`config.mk`:
```
export PLATFORM = sky130hd
export DESIGN_NAME = debounced_input_sync
export DESIGN_NICKNAME = d
export VERILOG_FILES = /design/src/rtl/debounced_input_sync.sv
export SDC_FILE = /design/constraint.sdc
export NUM_CORES = 1
export LEC_CHECK = 0
export ABC_AREA = 1
export BUFFER_PORTS_ARGS = -buffer_cell sky130_fd_sc_hd__buf_2
export CORE_ASPECT_RATIO = 0.7
export CORE_MARGIN = 4
export CORE_UTILIZATION = 59
export CTS_CLUSTER_SIZE = 8
export DETAILED_ROUTE_END_ITERATION = 8
export GPL_TIMING_DRIVEN = 0
export PLACE_DENSITY = 0.79
export SYNTH_ARGS = -nofsm -noshare
export SYNTH_HDL_FRONTEND = slang
export SYNTH_SLANG_ARGS = --single-unit
```
`constraint.sdc`:
```
create_clock -name clk -period 1.92 [get_ports clk]
set_clock_uncertainty 0.2 [all_clocks]
set_input_delay 0.192 -clock clk [delete_from_list [all_inputs] [get_ports clk]]
set_output_delay 0.192 -clock clk [all_outputs]
set_load 0.01 [all_outputs]
```
`src/rtl/debounced_input_sync.sv`:
```
// Multi-channel input synchroniser and debouncer with edge pulses and optional
// hold-to-auto-repeat pulse train, for switches/buttons feeding the game FSM.
module debounced_input_sync #(
    parameter int WIDTH           = 3,
    parameter int SYNC_STAGES     = 2,
    parameter int DEBOUNCE_CYCLES = 4,
    parameter int REPEAT_EN       = 1,
    parameter int REPEAT_DELAY    = 10,
    parameter int REPEAT_RATE     = 5
) (
    input  logic             clk,
    input  logic             reset,
    input  logic [WIDTH-1:0] sig,
    output logic [WIDTH-1:0] sigSync,
    output logic [WIDTH-1:0] rising_ind,
    output logic [WIDTH-1:0] falling_ind,
    output logic [WIDTH-1:0] repeat_ind,
    output logic [WIDTH-1:0] press_ind
);

    localparam int CNT_W   = $clog2(DEBOUNCE_CYCLES + 1);
    localparam int REP_MAX = (REPEAT_DELAY > REPEAT_RATE) ? REPEAT_DELAY : REPEAT_RATE;
    localparam int TIMER_W = $clog2(REP_MAX + 1);

    localparam logic [CNT_W-1:0]   CNT_LAST   = CNT_W'(DEBOUNCE_CYCLES - 1);
    localparam logic [TIMER_W-1:0] DELAY_LAST = TIMER_W'(REPEAT_DELAY - 1);
    localparam logic [TIMER_W-1:0] RATE_LAST  = TIMER_W'(REPEAT_RATE - 1);

    typedef enum logic [1:0] {
        ST_IDLE,
        ST_HOLD,
        ST_REPEAT
    } rep_state_t;

    for (genvar ch = 0; ch < WIDTH; ch++) begin : g_ch
        logic [SYNC_STAGES-1:0] sync_q;
        logic [CNT_W-1:0]       cnt_q;
        logic                   level_q;
        logic                   rise_q;
        logic                   fall_q;
        logic                   raw_s;
        logic                   accept;

        assign raw_s  = sync_q[SYNC_STAGES-1];
        // A new level is taken on the DEBOUNCE_CYCLES-th consecutive mismatch.
        assign accept = (raw_s != level_q) && (cnt_q == CNT_LAST);

        // NOTE: sequential state uses non-blocking assignments so every flop
        // samples pre-edge values regardless of statement order.
        always_ff @(posedge clk or negedge reset) begin
            if (!reset) begin
                sync_q  <= '0;
                cnt_q   <= '0;
                level_q <= 1'b0;
                rise_q  <= 1'b0;
                fall_q  <= 1'b0;
            end else begin
                sync_q <= {sync_q[SYNC_STAGES-2:0], sig[ch]};
                rise_q <= accept & raw_s;
                fall_q <= accept & ~raw_s;
                if (raw_s == level_q) begin
                    cnt_q <= '0;
                end else if (accept) begin
                    level_q <= raw_s;
                    cnt_q   <= '0;
                end else begin
                    cnt_q <= cnt_q + 1'b1;
                end
            end
        end

        assign sigSync[ch]     = level_q;
        assign rising_ind[ch]  = rise_q;
        assign falling_ind[ch] = fall_q;

        if (REPEAT_EN != 0) begin : g_rep
            rep_state_t         state_q;
            logic [TIMER_W-1:0] timer_q;
            logic               rep_q;

            // An accepted fall wins over a repeat pulse due in the same cycle.
            always_ff @(posedge clk or negedge reset) begin
                if (!reset) begin
                    state_q <= ST_IDLE;
                    timer_q <= '0;
                    rep_q   <= 1'b0;
                end else begin
                    rep_q <= 1'b0;
                    case (state_q)
                        ST_IDLE: begin
                            if (accept && raw_s) begin
                                state_q <= ST_HOLD;
                                timer_q <= '0;
                            end
                        end
                        ST_HOLD, ST_REPEAT: begin
                            if (accept && !raw_s) begin
                                state_q <= ST_IDLE;
                                timer_q <= '0;
                            end else if (timer_q == ((state_q == ST_HOLD) ? DELAY_LAST : RATE_LAST)) begin
                                rep_q   <= 1'b1;
                                state_q <= ST_REPEAT;
                                timer_q <= '0;
                            end else begin
                                timer_q <= timer_q + 1'b1;
                            end
                        end
                        default: begin
                            state_q <= ST_IDLE;
                            timer_q <= '0;
                        end
                    endcase
                end
            end

            assign repeat_ind[ch] = rep_q;
        end else begin : g_no_rep
            assign repeat_ind[ch] = 1'b0;
        end
    end

    assign press_ind = rising_ind | repeat_ind;

endmodule

```
# Yosys cells after proc, flatten, opt, wreduce, memory -nomap -nowiden

Cells that the tools add are included.

Output and inout bits: 15
Word-level logic and storage cells: 133
Flip-flop bits (word level): 45
Input bits: 5

Reduce and logical (&&, ||, !) cells: 24
Muxes and demuxes: 42
Bitwise gates (word level): 13
$add $sub $neg: 6
Eq/ne operators: 24

Operators by type and width:

| cell                                          | count |
|---|---|
| two-way mux 4 bit                             | 12 |
| one-hot mux 4 bit (2 select lines)            | 3 |
| two-way mux 2 bit                             | 9 |
| two-way mux 3 bit                             | 6 |
| adder 4 x 1 -> 4 bit, second input constant   | 3 |
| == test 4 bit                                 | 3 |
| one-hot mux 2 bit (2 select lines)            | 3 |
| AND reduction 2 bit                           | 6 |
| adder 3 x 1 -> 3 bit, second input constant   | 3 |
| == test 3 x 2 -> 1 bit, second input constant | 3 |
| logical AND 1 bit                             | 9 |
| two-way mux 1 bit                             | 9 |
| inequality test 3 bit, second input constant  | 3 |
| AND 1 bit                                     | 6 |
| == test 2 x 1 -> 1 bit, second input constant | 3 |
| == test 2 bit, second input constant          | 3 |
| zero test 2 bit                               | 3 |
| inequality test 2 bit, second input constant  | 3 |
| inverter 1 bit                                | 6 |
| OR reduction 2 bit                            | 3 |
| == test 1 bit                                 | 3 |
| zero test 1 bit                               | 3 |
| inequality test 1 bit                         | 3 |
| bitwise OR 3 bit                              | 1 |

# Longest topological paths before layout

Gate-level depths: netlist of the first run.

Depth in word-level cells: 6
Gate-level depth with buffers: 10
Gate-level depth less buffers: 10

# Worst setup path after synthesis of the first run

No wires, ideal clock.

Path kind: reg-to-reg
Start: register g_ch[1].g_rep.state_q[0]
End: register g_ch[1].g_rep.timer_q[3]
Clock period less this slack: 1.401 ns
Path slack: 0.519 ns
Setup time: 0.115 ns
Stages on the path, launching flop included: 10
Arrival time: 1.086 ns
Buffers on the path: 0
Required time: 1.605 ns
Cell sequence: dfrtp_1 ha_1 inv_1 nand2_1 nand2_1 nand3_1 nand2_1 nand2_1 inv_1 nor2_1

Word-level cells in the longest chain between the ends: 6
Elaborated cells between the ends (all ways): 10
Those cells by class: 4 x eq/ne; 4 x mux; 2 x reduce/logical

RTL lines:

| element                            | line    | RTL |
|---|---|---|
| start: declaration                 | 77      | `rep_state_t state_q;` |
| start signal: assignment           | 84      | `state_q <= ST_IDLE;` |
| start signal: assignment           | 92      | `state_q <= ST_HOLD;` |
| start signal: assignment           | 98      | `state_q <= ST_IDLE;` |
| == test 2 x 1 -> 1 bit             | 89, 100 |  |
| two-way mux 4 bit                  | 100     | `end else if (timer_q == ((state_q == ST_HOLD) ? DELAY_LAST : RATE_LAST)) begin` |
| == test 4 bit                      | 100     |  |
| two-way mux 4 bit                  | 100     |  |
| two-way mux 4 bit                  | 97      | `if (accept && !raw_s) begin` |
| one-hot mux 4 bit (2 select lines) | 89      | `case (state_q)` |
| end signal: assignment             | 105     | `timer_q <= timer_q + 1'b1;` |
| end: declaration                   | 78      | `logic [TIMER_W-1:0] timer_q;` |

Parallel ways exist; a longest one is shown, timed or not.
A chain may end at the register's enable or synchronous reset.

# Worst setup path after layout of the first run

Start: register g_ch[1].g_rep.state_q[1]
End: register g_ch[1].g_rep.timer_q[2]

The elaborated chain is that of the path after synthesis.

==> metrics.txt, run 1 <==
status=completed; ordered list of cells on the worst path=inv_1 -> ha_1 -> inv_1 -> nand2_1 -> nand2_1 -> nand3_1 -> nand2_1 -> nand2_1 -> inv_1 -> nor2_1; clk buf depth=2; vias in the first global route=1573; most common cell after layout, fill and taps aside=nand2_1; Top delay family on crit path=simple AND/OR/NAND/NOR gates; Critical Path End Type=register; Startpoint Class=register; leakage=1.46 nW; DR pass1 iterations=4; site row count=18; CTS resizes=0; synthesized instance count=262; initial antenna violation count=0; I/O Pins=20; final worst path period need=1.60 ns; # DRC=0; highest-count cells in the layout ignoring fill and taps=nand2_1, dfrtp_1, inv_1; Port Buf Inserts=19; Syn Std Cell Area=0.00230 mm^2; Yosys reg bits=45; Final nets=313; cts bufs inserted=5; Slowest Stage Delay on Critical Path=0.38 ns; Via Count=1610; Worst-path clk slew=0.08 ns; CP dominant cell by count=nand2_1; fillers=260; CP Data Arrival Time=1.60 ns; CTS H-tree depth=2; design area=0.00262 mm^2; core outline area=0.00363 mm^2; Mapped Nets=283; vias per cell=4.69; WHS=0.153 ns; Die Y=60.3 um; Slew Viols, Final=0; Iter 0 DRT Violations=85; PwrDens=1400 mW/mm^2; first-pass GRT wire length=6800 um; Cell variety after synth=16; Buf/Inv on CP=3; routability cong.=0.854; clk sinks=45; Synth Area per Inst=8.78 um^2; maximum vdd drop=1.00 mV; max-cap check violation count=0; Total Routed Length=3730 um; Layout Utilization=72.2%; Final Hold Fails=0; largest net degree at the start of global routing=46; slowest stage cell, crit path=dfrtp_1; register area=0.00113 mm^2; CTS tree=built; Final period util=83.5%; DP HPWL=2780 um; Hold Path Class=reg2reg; wire per inst=10.9 um; sequential share of the synthesized area=48.9%; Fin Setup TNS=0 ns; layout cell share with drive strength beyond 1=23.5%; Tot GR Track Use=18.2%; total gr overflow=0; setup violators final=0; placed cell area=0.00246 mm^2; Slew HR=34.8%; worst path required time=1.92 ns; initial core utilization=63.5%; FMAX=0.624 GHz; diode count=0; synth warn=0; Tightest Pin Transition=0.978 ns; overall die area=0.00498 mm^2; setup bufs post-CTS=0; critical path type=reg2reg; P&R area growth vs syn=13.8%; worst-path fanout max=4; Routed Antenna Nets=0; RSZ-0062 raised after global routing=false; area of the multi-input gates=923 um^2; Worst-Skew Late Latency=0.29 ns; die width=82.6 um; Root Buffer=clkbuf_8
==> power by group <==
part	total, mW	internal [mW]	switching (mW)
sequential	1.33	1.17	0.162
combinational	1.59	0.611	0.981
clock	0.740	0.423	0.317
total	3.67	2.21	1.46
==> sequential cells by signal (all words and copies together) (netlist names) <==
| register | flops |
|---|---|
| g_ch.fall_q | 3 |
| g_ch.rise_q | 3 |
| g_ch.cnt_q | 9 |
| g_ch.g_rep.state_q | 6 |
| g_ch.g_rep.timer_q | 12 |
| g_ch.sync_q | 6 |
| g_ch.level_q | 3 |
| g_ch.g_rep.rep_q | 3 |
==> synth_stat cells <==
master | n | share of area [%]
inv_1 | 37 | 6.0
nand2_1 | 67 | 11
nand3_1 | 16 | 3.5
nand2_2 | 6 | 1.6
nor3_1 | 11 | 2.4
nor2_2 | 2 | 0.54
or2_2 | 3 | 0.82
buf_4 | 12 | 3.9
inv_2 | 6 | 0.98
nand2_4 | 7 | 3.4
nor2_4 | 6 | 2.9
o21ai_0 | 7 | 1.5
o22ai_1 | 3 | 0.82
nor2_1 | 18 | 2.9
ha_1 | 16 | 8.7
dfrtp_1 | 45 | 49
==> per-stage QoR <==
step	worst slack (ns)	power (mW)	std cells
after detailed placement	0.363	2.94	331
final	0.318	3.67	343
after global placement	0.359	2.86	331
after CTS	0.333	3.70	343
after floorplan	0.519	2.59	262
after global routing	0.167	4.00	343
==> metal layers <==
layer	part of all wire (%)	track usage (%)	wire, um	vias up
li1	-	-	-	852
met1	50	24.4	1870	726
met2	45	29.2	1660	27
met3	4.3	4.97	162	5
met4	0.88	4.90	33	0
met5	0	0	0	-
==> final timing paths <==
kind                       slack [ns]  cells past startpoint                  endpoint                startpoint
setup / recovery                 0.32                     10  g_ch[1].g_rep.timer_q[2]  g_ch[1].g_rep.state_q[1]
hold / removal                   0.15                      0         g_ch[2].sync_q[1]         g_ch[2].sync_q[0]
setup reg to reg                 0.32                     10  g_ch[1].g_rep.timer_q[2]  g_ch[1].g_rep.state_q[1]
hold reg to reg                  0.15                      0         g_ch[2].sync_q[1]         g_ch[2].sync_q[0]
max in group asynchronous        0.52                      2           g_ch[1].level_q                     reset
min in group asynchronous        0.39                      2  g_ch[0].g_rep.timer_q[3]                     reset
==> final cells by class <==
| cell class | instances | share of cell area, % |
|---|---|---|
| multi-input combinational | 162 | 35.3 |
| sequential | 45 | 43.0 |
| inverter | 43 | 6.16 |
| buffer | 12 | 3.44 |
| tap | 50 | 2.39 |
| clock buffer | 6 | 3.15 |
| timing repair buffer | 23 | 5.16 |
| clock inverter | 2 | 1.43 |
==> worst reg2reg max path: stages (launching register included) <==
cell,delay (ns)
dfrtp_1,0.38
inv_1,0.10
ha_1,0.20
inv_1,0.06
nand2_1,0.04
nand2_1,0.05
nand3_1,0.10
nand2_1,0.13
nand2_1,0.11
inv_1,0.09
nor2_1,0.04
==> kinds of logic (layout without fill, tap and decap cells) <==
kind of cell	after synthesis	in the layout	share of synthesized area, %
simple gates	136	136	29.1
buf+inv	55	86	10.9
flops	45	45	48.9
fa+ha+maj	16	16	8.70
compound gates	10	10	2.34
==> repair_timing <==
item	in CTS	in global routing
endpoints found under the setup margin	0	0
hold buffers	4	0
endpoints found under the hold margin	48	0
Note: power is estimated with default switching activity, not from simulation.
==> run 2, diff against run 1 <==
--- a/config.mk
+++ b/config.mk
@@ -5,15 +5,15 @@
 export SDC_FILE = /design/constraint.sdc
 export NUM_CORES = 1
 export LEC_CHECK = 0
-export ABC_AREA = 1
+export ABC_AREA = 0
 export BUFFER_PORTS_ARGS = -buffer_cell sky130_fd_sc_hd__buf_2
 export CORE_ASPECT_RATIO = 0.7
 export CORE_MARGIN = 4
-export CORE_UTILIZATION = 59
+export CORE_UTILIZATION = 58
 export CTS_CLUSTER_SIZE = 8
 export DETAILED_ROUTE_END_ITERATION = 8
 export GPL_TIMING_DRIVEN = 0
-export PLACE_DENSITY = 0.79
+export PLACE_DENSITY = 0.78
 export SYNTH_ARGS = -nofsm -noshare
 export SYNTH_HDL_FRONTEND = slang
 export SYNTH_SLANG_ARGS = --single-unit
==> constraint.sdc (replaced) <==
create_clock -name clk -period 1.6 [get_ports clk]
set_clock_uncertainty 0.2 [all_clocks]
set_input_delay 0.16 -clock clk [delete_from_list [all_inputs] [get_ports clk]]
set_output_delay 0.16 -clock clk [all_outputs]
set_load 0.01 [all_outputs]
==> run 2 against run 1 <==
  * The run now ends with negative setup slack left
  * First-iteration DRC count rose by 35%
  * Area after synthesis fell by 2.2%
  * Critical path depth fell by 5
  * Via count rose by 2.8%
  * Count of clock-buffer cells in the layout fell by 1
  * Critical path type unchanged
  * Largest power group unchanged
==> metrics.txt, run 2 <==
status=complete, but fails checks; failing checks=negative setup slack; Syn Std Cell Area=0.00225 mm^2; clock share of power=14.5%; clk sinks=45; Slowest Stage Delay on Critical Path=0.49 ns; synth warn=0; Routed Antenna Nets=0; critical path type=reg2reg; maximum vdd drop=1.20 mV; Worst-path clk slew=0.09 ns; ordered list of cells on the worst path=ha_4 -> or4b_4 -> a21oi_4 -> o21ai_2 -> mux2_4; Net Sw Power=1.88 mW; largest net degree at the start of global routing=46; core outline area=0.00363 mm^2; PwrDens=1650 mW/mm^2; Slew Viols, Final=0; CTS tree=built; Final nets=264; wire per inst=16.3 um; RSZ-0062 raised after global routing=true; routability cong.=0.835; WHS=0.156 ns; diode count=0; leakage=1.43 nW; Total Routed Length=4810 um; Hold Path Class=reg2reg; Net Sw Frac=39.4%; highest-count cells in the layout ignoring fill and taps=dfrtp_1, buf_4, buf_2; most common cell after layout, fill and taps aside=dfrtp_1; DP HPWL=2860 um; DR pass1 iterations=4; Top delay family on crit path=simple AND/OR/NAND/NOR gates; Final Hold Fails=0; layout cell share with drive strength beyond 1=46.7%; Buf/Inv on CP=0; synthesized instance count=190; Reg with most FFs=g_ch.g_rep.timer_q; Worst-Skew Late Latency=0.30 ns; Port Buf Inserts=19; I/O Pins=20; Die Y=60.1 um; setup ws final=-0.431 ns; asr flop ratio synth=100%; sequential share of the synthesized area=50.0%; Startpoint Class=register; P_int=2.90 mW; vias per cell=5.63; initial core utilization=62.1%; Cell variety after synth=34; worst-path fanout max=4; Final period util=127%; vias in the first global route=1652; Root Buffer=clkbuf_8; Tightest Pin Transition=0.999 ns; overall die area=0.00496 mm^2; max reg flops=12; post-synth top area share=50.0%; CP Data Arrival Time=2.02 ns; Fin Setup TNS=-7.64 ns; total gr overflow=0; max-cap check violation count=0; most frequent cell after synthesis=dfrtp_1; P&R area growth vs syn=28.9%; Critical Path End Type=register; die width=82.5 um; Slew HR=33.4%; CTS H-tree depth=2; Synth top cells by count=dfrtp_1, ha_1, buf_4, inv_1, nand2_1; Mapped Nets=211; FMAX=0.492 GHz; worst path required time=1.59 ns; Synth Flop Type=dfrtp_1; site row count=18; Largest regs=g_ch.g_rep.timer_q: 12 flops, g_ch.cnt_q: 9 flops; Yosys reg bits=45; cts bufs inserted=5; clk buf depth=2; EDFF count, synth=0; setup violators final=21; slowest stage cell, crit path=or4b_4; Via Count=1655; Yosys top cell by area=dfrtp_1; Iter 0 DRT Violations=115; sequential share of power=36.1%; Tot GR Track Use=20.0%; Synth Area per Inst=11.8 um^2; Synth area leaders=dfrtp_1, ha_1, buf_4; initial antenna violation count=0; Comb power frac=49.4%; final worst path period need=2.03 ns; # DRC=0; first-pass GRT wire length=7380 um
[run 2: cell types whose count changed after synthesis, moves of 7 or more]
cell,previous run,this run
nand2b_1,0,8
nor2_1,18,6
nand2_4,7,0
nand3_1,16,3
nor3_1,11,3
nand2_1,67,10
inv_1,37,10
[run 2: power by group through the flow]
stage                     registers, mW  clock network, mW  logic [mW]
after floorplan                    1.67                  0        1.36
after global placement             1.71                  0        1.60
after detailed placement           1.75                  0        1.72
after CTS                          1.71              0.700        2.01
after global routing               1.77              0.753        2.55
final                              1.73              0.693        2.36
[run 2: area by class of cell]
class | count | area (um^2)
multi-input combinational | 123 | 1160
sequential | 45 | 1130
fill | 213 | 724
timing repair buffer | 46 | 338
buffer | 12 | 90.1
clock buffer | 5 | 68.8
tap | 50 | 62.6
inverter | 10 | 37.5
clock inverter | 3 | 17.5
[run 2: logic make-up after synthesis]
kind of cell	count (synthesis)	share of synthesized area (%)
adder cells (fa/ha/maj)	16	8.89
multiplexers	6	3.50
buffers and inverters	22	5.67
AO/OA/AOI/OAI	30	10.9
AND/OR/NAND/NOR	68	19.8
flip-flops	45	50.0
XOR/XNOR	3	1.17
[run 2: worst register-to-register path: stages (launching register included)]
cell and delay (ns):
dfrtp_1 0.43, ha_4 0.17, or4b_4 0.49, a21oi_4 0.24, o21ai_2 0.09, mux2_4 0.30
[run 2: layer usage]
| layer | GRT usage (%) | part of all wire (%) | vias to the layer above | wire [um] |
|---|---|---|---|---|
| li1 | - | - | 767 | - |
| met1 | 24.3 | 42 | 829 | 2030 |
| met2 | 34.0 | 50 | 42 | 2420 |
| met3 | 4.52 | 4.2 | 17 | 203 |
| met4 | 9.24 | 3.3 | 0 | 157 |
| met5 | 0 | 0 | - | 0 |
[run 2: what timing repair did]
action                                  4_1_cts  5_1_grt
hold buffers                                  4        0
endpoints found under the setup margin       21       22
resized for setup                            17       20
endpoints found under the hold margin        48        0
pin swaps                                     6       11
setup buffers                                16        7
[run 2: final timing paths]
check | start | to | slack (ns) | cells after the start
worst max register to register | g_ch[0].g_rep.state_q[0] | g_ch[0].g_rep.state_q[0] | -0.43 | 5
min in group asynchronous | reset | g_ch[0].g_rep.state_q[1] | 0.35 | 2
max in group asynchronous | reset | g_ch[1].cnt_q[1] | 0.22 | 2
worst min-delay path | g_ch[1].sync_q[0] | g_ch[1].sync_q[1] | 0.16 | 0
worst min register to register | g_ch[1].sync_q[0] | g_ch[1].sync_q[1] | 0.16 | 0
worst max-delay path | g_ch[0].g_rep.state_q[0] | g_ch[0].g_rep.state_q[0] | -0.43 | 5
[run 2: through the flow]
step / std cells / setup slack [ns] / utilization [%] / power, mW / area [um^2]
floorplan: 190 / -0.342 / - / 3.03 / 2290
global placement: 259 / -0.416 / 67.5 / 3.31 / 2450
detailed placement: 259 / -0.498 / 67.5 / 3.46 / 2450
CTS: 287 / -0.417 / 76.1 / 4.41 / 2760
global route: 294 / -0.473 / 80.0 / 5.08 / 2900
finish: 294 / -0.431 / 80.0 / 4.78 / 2900
